--- src/rtl/imem_loader_pkg.sv ---
// Shared definitions for the instruction-memory loader: FSM state encoding,
// stream framing constants and the word-offset helper.
package imem_loader_pkg;

  typedef enum logic [2:0] {
    ST_IDLE   = 3'd0,
    ST_HDR_HI = 3'd1,
    ST_HDR_LO = 3'd2,
    ST_LOAD   = 3'd3,
    ST_DONE   = 3'd4,
    ST_ERROR  = 3'd5
  } state_t;

  localparam int HDR_BYTES      = 2;
  localparam int BYTES_PER_WORD = 4;
  localparam int BIDX_W         = $clog2(BYTES_PER_WORD);
  localparam int CNT_W          = HDR_BYTES * 8;

  // Byte offset of word k from the image base.
  function automatic logic [31:0] word_offset(input logic [CNT_W-1:0] k);
    return {{(30-CNT_W){1'b0}}, k, 2'b00};
  endfunction

endpackage

--- src/rtl/imem_loader_word_assembler.sv ---
// Big-endian byte-to-word assembler: keeps the three leading bytes and
// completes the word combinationally with the fourth, flagging it for one cycle.
module word_assembler
  import imem_loader_pkg::*;
(
  input  logic        i_clk,
  input  logic        i_rst,
  input  logic        i_clear,
  input  logic        i_push,
  input  logic [7:0]  i_byte,
  output logic        o_word_valid,
  output logic [31:0] o_word
);

  localparam logic [BIDX_W-1:0] LAST_IDX = BIDX_W'(BYTES_PER_WORD - 1);

  logic [23:0]       r_shift;
  logic [BIDX_W-1:0] r_idx;

  always_ff @(posedge i_clk or posedge i_rst) begin
    if (i_rst) begin
      r_shift <= '0;
      r_idx   <= '0;
    end else if (i_clear) begin
      r_shift <= '0;
      r_idx   <= '0;
    end else if (i_push) begin
      r_shift <= {r_shift[15:0], i_byte};
      r_idx   <= r_idx + 1'b1;
    end
  end

  assign o_word_valid = i_push & ~i_clear & (r_idx == LAST_IDX);
  assign o_word       = {r_shift, i_byte};

endmodule

--- src/rtl/imem_loader.sv ---
// Instruction-memory loader: parses a length-prefixed byte stream, writes
// big-endian words to consecutive addresses and holds the core in reset meanwhile.
module imem_loader
  import imem_loader_pkg::*;
#(
  parameter int ADDR_W      = 32,
  parameter int DEPTH_WORDS = 256,
  parameter int BASE_ADDR   = 0
) (
  input  logic              i_clk,
  input  logic              i_reset,
  input  logic              i_start,
  input  logic              i_in_valid,
  input  logic [7:0]        i_in_data,
  output logic              o_in_ready,
  output logic              o_wr_en,
  output logic [ADDR_W-1:0] o_wr_addr,
  output logic [31:0]       o_wr_data,
  output logic              o_cpu_reset,
  output logic              o_done,
  output logic              o_error
);

  localparam logic [ADDR_W-1:0] BASE  = ADDR_W'(BASE_ADDR);
  localparam logic [31:0]       DEPTH = 32'(DEPTH_WORDS);

  state_t            r_state, w_state_d;
  logic [7:0]        r_n_hi;
  logic [CNT_W-1:0]  r_n;
  logic [CNT_W-1:0]  r_word_cnt;
  logic              r_in_ready, r_wr_en, r_cpu_reset, r_done, r_error;
  logic [ADDR_W-1:0] r_wr_addr;
  logic [31:0]       r_wr_data;

  logic              w_hs, w_push, w_clear, w_restart;
  logic              w_word_valid, w_last_word;
  logic [31:0]       w_word;
  logic [CNT_W-1:0]  w_n;
  logic              w_in_ready_d, w_done_d, w_error_d, w_cpu_reset_d;

  assign w_hs        = i_in_valid & r_in_ready;
  assign w_push      = w_hs & (r_state == ST_LOAD);
  assign w_n         = {r_n_hi, i_in_data};
  assign w_last_word = (r_word_cnt == (r_n - 1'b1));

  word_assembler u_asm (
    .i_clk        (i_clk),
    .i_rst        (i_reset),
    .i_clear      (w_clear),
    .i_push       (w_push),
    .i_byte       (i_in_data),
    .o_word_valid (w_word_valid),
    .o_word       (w_word)
  );

  always_ff @(posedge i_clk or posedge i_reset) begin
    if (i_reset) r_state <= ST_IDLE;
    else         r_state <= w_state_d;
  end

  always_comb begin
    w_state_d = r_state;
    w_clear   = 1'b0;
    w_restart = 1'b0;
    case (r_state)
      ST_IDLE, ST_DONE, ST_ERROR: begin
        if (i_start) begin
          w_state_d = ST_HDR_HI;
          w_clear   = 1'b1;
          w_restart = 1'b1;
        end
      end
      ST_HDR_HI: if (w_hs) w_state_d = ST_HDR_LO;
      ST_HDR_LO: begin
        if (w_hs) begin
          w_clear = 1'b1;
          if (w_n == '0)               w_state_d = ST_DONE;
          else if (32'(w_n) > DEPTH)   w_state_d = ST_ERROR;
          else                         w_state_d = ST_LOAD;
        end
      end
      ST_LOAD: if (w_word_valid && w_last_word) w_state_d = ST_DONE;
      default: w_state_d = ST_IDLE;
    endcase

    w_in_ready_d  = (w_state_d == ST_HDR_HI) || (w_state_d == ST_HDR_LO) ||
                    (w_state_d == ST_LOAD);
    w_done_d      = (w_state_d == ST_DONE);
    w_error_d     = (w_state_d == ST_ERROR);
    // Release the core only once DONE has been held for a cycle, so the final write lands first.
    w_cpu_reset_d = !((r_state == ST_DONE) && (w_state_d == ST_DONE));
  end

  always_ff @(posedge i_clk or posedge i_reset) begin
    if (i_reset) begin
      r_in_ready  <= 1'b0;
      r_wr_en     <= 1'b0;
      r_wr_addr   <= BASE;
      r_wr_data   <= '0;
      r_cpu_reset <= 1'b1;
      r_done      <= 1'b0;
      r_error     <= 1'b0;
      r_n_hi      <= '0;
      r_n         <= '0;
      r_word_cnt  <= '0;
    end else begin
      r_in_ready  <= w_in_ready_d;
      r_done      <= w_done_d;
      r_error     <= w_error_d;
      r_cpu_reset <= w_cpu_reset_d;
      r_wr_en     <= w_word_valid;
      if ((r_state == ST_HDR_HI) && w_hs) r_n_hi <= i_in_data;
      if ((r_state == ST_HDR_LO) && w_hs) r_n    <= w_n;
      if (w_restart) r_wr_addr <= BASE;
      if (w_clear) begin
        r_word_cnt <= '0;
      end else if (w_word_valid) begin
        r_word_cnt <= r_word_cnt + 1'b1;
        r_wr_addr  <= BASE + ADDR_W'(word_offset(r_word_cnt));
        r_wr_data  <= w_word;
      end
    end
  end

  assign o_in_ready  = r_in_ready;
  assign o_wr_en     = r_wr_en;
  assign o_wr_addr   = r_wr_addr;
  assign o_wr_data   = r_wr_data;
  assign o_cpu_reset = r_cpu_reset;
  assign o_done      = r_done;
  assign o_error     = r_error;

endmodule

--- config.mk ---
export PLATFORM = sky130hd
export DESIGN_NAME = imem_loader
export DESIGN_NICKNAME = d
export VERILOG_FILES = /design/src/rtl/imem_loader_pkg.sv /design/src/rtl/imem_loader_word_assembler.sv /design/src/rtl/imem_loader.sv
export SDC_FILE = /design/constraint.sdc
export NUM_CORES = 1
export LEC_CHECK = 0
export BUFFER_PORTS_ARGS = -buffer_cell sky130_fd_sc_hd__buf_2
export CORE_MARGIN = 5
export CORE_UTILIZATION = 50
export DETAILED_ROUTE_END_ITERATION = 6
export PLACE_DENSITY = 0.71
export SETUP_SLACK_MARGIN = 0.5
export SYNTH_ARGS = -nofsm -noshare
export SYNTH_HDL_FRONTEND = slang
export SYNTH_SLANG_ARGS = --single-unit
--- constraint.sdc ---
create_clock -name i_clk -period 8 [get_ports i_clk]
set_input_delay 0.8 -clock i_clk [delete_from_list [all_inputs] [get_ports i_clk]]
set_output_delay 0.8 -clock i_clk [all_outputs]
set_load 0.005 [all_outputs]
==> impl_results.md <==
* Commonest non-fill, non-tap cells in the layout: nand2_1 (238), dfrtp_1 (137), buf_2 (80)
* Net count, final at 729
* Cells along the critical path: nand2b_1 -> nand3_1 -> nand2_1 -> o21ai_0
* Hold-fix buffers, CTS at 0
* Commonest non-fill, non-tap cell in the layout: nand2_1
* Area fraction in compound gates after synthesis at 5.91%
* Area grow syn2layout at 17.4%
* Largest family of logic cells by synthesized area: simple AND/OR/NAND/NOR gates
* DR WL/cell at 15.5 µm
* # Post-CTS Setup Buffers at 0
* EDFF count, synth at 0
* Crit path time final at 3.35 ns
* Sequential-to-total area share from yosys stat at 57.3%
* CTS tree: done
* Worst path required time at 8.23 ns
* Measured slew at the worst slew-check pin at 1.22 ns
* Global route total overflow at 0
* Adder-cell share of the synthesized area at 0.622%
* Status: finished clean
* Syn nets at 664
* Crit. End Element: flop
* Max-cap violations at 0
* Final period util at 41.9%
* Die width at 120 µm
* Synthesis-stage register bit count at 138
* DP Worst Slack at 4.46 ns
* Max VDD drop at 0.143 mV
* Synth Area in Simple Gates at 27.0%
* Ys Warns at 0
* Die height at 120 µm
* Slew Limit Fails at 0
* CP startpoint kind: flop
* Clk_lat worst skew at 0.42 ns
* RePlAce Congestion at 0.832
* Clock transition at path regs at 0.06 ns
* Largest net degree at the start of global routing at 85
* Setup Skew at 0.00717 ns
* Fill cells at 1,021
* Final setup fails at 0
* FFs w/ async S/R, synth at 100%
* Worst path arrival time at 3.58 ns
* IO buf count at 80
* Final WS setup at 4.65 ns
* Syn Area/Cell at 9.30 µm²
* Initial drt markers at 397
* Root Buffer: clkbuf_16
* Pre-antenna DRT Iters at 5
* Cell area power density at 305 nW/µm²
* Multiplexer share of the synthesized area at 1.49%
* Post-DP HPWL at 9.21 mm
* Antenna violations before repair at 0
* Multi-input logic area at 2380 µm²
* Initial Util at 50.7%
* Final Power at 2.16 mW
* DRC at 0
* Post-Route WL at 13.5 mm
* Clk buf depth at 2
* # diodes at 0
* Core Area at 11,900 µm²
* RSZ-0062 raised after global routing: no
* Hold Crit Class: in -> async
* Setup CP Type: reg -> reg
* Antenna Nets Post-Route at 0
* Via count of the first global-routing pass at 4,677
* Synth Flop Type: dfrtp_1
* Crit-path slowest cell: nand2_1
* Leak at 3.73 nW
* Worst path max stage delay at 1.34 ns
* Sinks on Clock Net at 138
* Number of distinct library cells after synthesis at 47
* Post-CTS sizing at 0
* Cell Rows at 40
* Total die area at 14,400 µm²
* IO Pins at 81
* Slew headroom at 18.7%
* Sequential Area at 3450 µm²
* Vias post-DR at 4,758
* Max Clock Freq at 0.298 GHz
* Setup tns final at 0 ns
* H-tree levels at 4
* First-pass GRT wire length at 23.1 mm
* GRT Total Usage at 20.2%
* DR vias/cell at 5.44
* Crit-path max FO at 40
* Final Hold Vio Count at 0
* Xor/xnor share of the synthesized area at 4.50%
* Layout cells sized above 1 at 18.6%
* Syn Inst Count at 649
* Syn Std Cell Area at 6030 µm²
* Hold Slack at 0.421 ns
* TritonCTS Buffers at 17
## synth_stat cells (2+ instances only)
cell type | instances | area share (%)
a21oi_1 | 8 | 0.66
nand3_1 | 24 | 2.0
inv_1 | 8 | 0.50
mux2_2 | 8 | 1.5
o22ai_1 | 3 | 0.31
and2_1 | 2 | 0.21
nand2_1 | 238 | 15
nor4_1 | 11 | 1.1
buf_2 | 2 | 0.17
a211oi_1 | 2 | 0.25
clkbuf_1 | 30 | 1.9
o21ai_0 | 35 | 2.9
buf_1 | 4 | 0.25
nand4_1 | 9 | 0.93
nor3_1 | 11 | 0.91
xor2_1 | 14 | 2.0
xnor2_1 | 17 | 2.5
nor2b_1 | 4 | 0.41
nand2b_1 | 4 | 0.41
and3_1 | 21 | 2.2
a2bb2oi_1 | 2 | 0.29
buf_6 | 2 | 0.37
dfrtp_1 | 137 | 57
or3_1 | 6 | 0.62
nor2_1 | 22 | 1.4
or4_4 | 2 | 0.37
ha_1 | 3 | 0.62
## per-stage QoR
step,area (µm²),cells,util (%)
2_1_floorplan,6030,649,-
3_3_place_gp,6490,842,54.5
3_5_place_dp,6490,842,54.5
4_1_cts,7080,874,59.5
5_1_grt,7080,874,59.5
6_report,7080,874,59.5
## cells by family (layout without fill, tap and decap cells)
kind of cell | count (synthesis) | after routing
multiplexers | 8 | 8
XOR/XNOR | 31 | 31
AND/OR/NAND/NOR | 363 | 363
AO/OA/AOI/OAI | 59 | 59
buffers and inverters | 47 | 125
flip-flops | 138 | 138
adder cells (fa/ha/maj) | 3 | 3
## flip-flops by register name, indices dropped and copies added, names as in the netlist
name and cells:
u_asm.r_idx 2, o_error 1, o_wr_en 1, o_wr_addr 32, o_cpu_reset 1, r_n_hi 8, o_in_ready 1, u_asm.r_shift 24
r_state 3, o_wr_data 32, r_n 16, r_word_cnt 16, o_done 1
## report_power, final
group          total [mW]  switching (mW)  internal [mW]
logic               0.454           0.266          0.188
registers           0.941           0.132          0.809
clock network       0.763           0.278          0.485
total                2.16           0.676           1.48
## final cells by class
| class | instances | share of cell area, % |
|---|---|---|
| clock buffers | 27 | 7.52 |
| clock inverters | 5 | 0.795 |
| inverters | 8 | 0.495 |
| multi-input cells | 464 | 33.6 |
| flip-flops and latches | 138 | 48.8 |
| well taps | 147 | 2.60 |
| repair buffers | 85 | 6.18 |
## final timing paths
path                                           to  slack (ns)  cells after the start           from
worst max-delay path            u_asm.r_shift[23]        4.65                      4     r_state[2]
worst min-delay path            u_asm.r_shift[17]        0.42                      2        i_reset
worst max register to register  u_asm.r_shift[23]        4.65                      4     r_state[2]
worst min register to register      o_wr_data[29]        0.47                      2  o_wr_data[29]
max in group asynchronous                  r_n[5]        6.19                      3        i_reset
min in group i_clk                  o_wr_data[29]        0.47                      2  o_wr_data[29]
## worst max-delay path: cells and delay by family, from the launching register on
kind,cells,cell delay (ns)
compound gates,1,0.28
flops,1,0.46
simple gates,3,2.42
## per-layer routing
metal | track usage, % | wire length [µm] | share of wire [%] | vias to the layer above
met1 | 27.5 | 6200 | 46 | 2329
met4 | 8.09 | 237 | 1.8 | 0
li1 | - | - | - | 2281
met2 | 30.8 | 6330 | 47 | 129
met3 | 5.37 | 740 | 5.5 | 19
met5 | 0 | 0 | 0 | -
No activity file was read; power rests on OpenSTA's default activity.
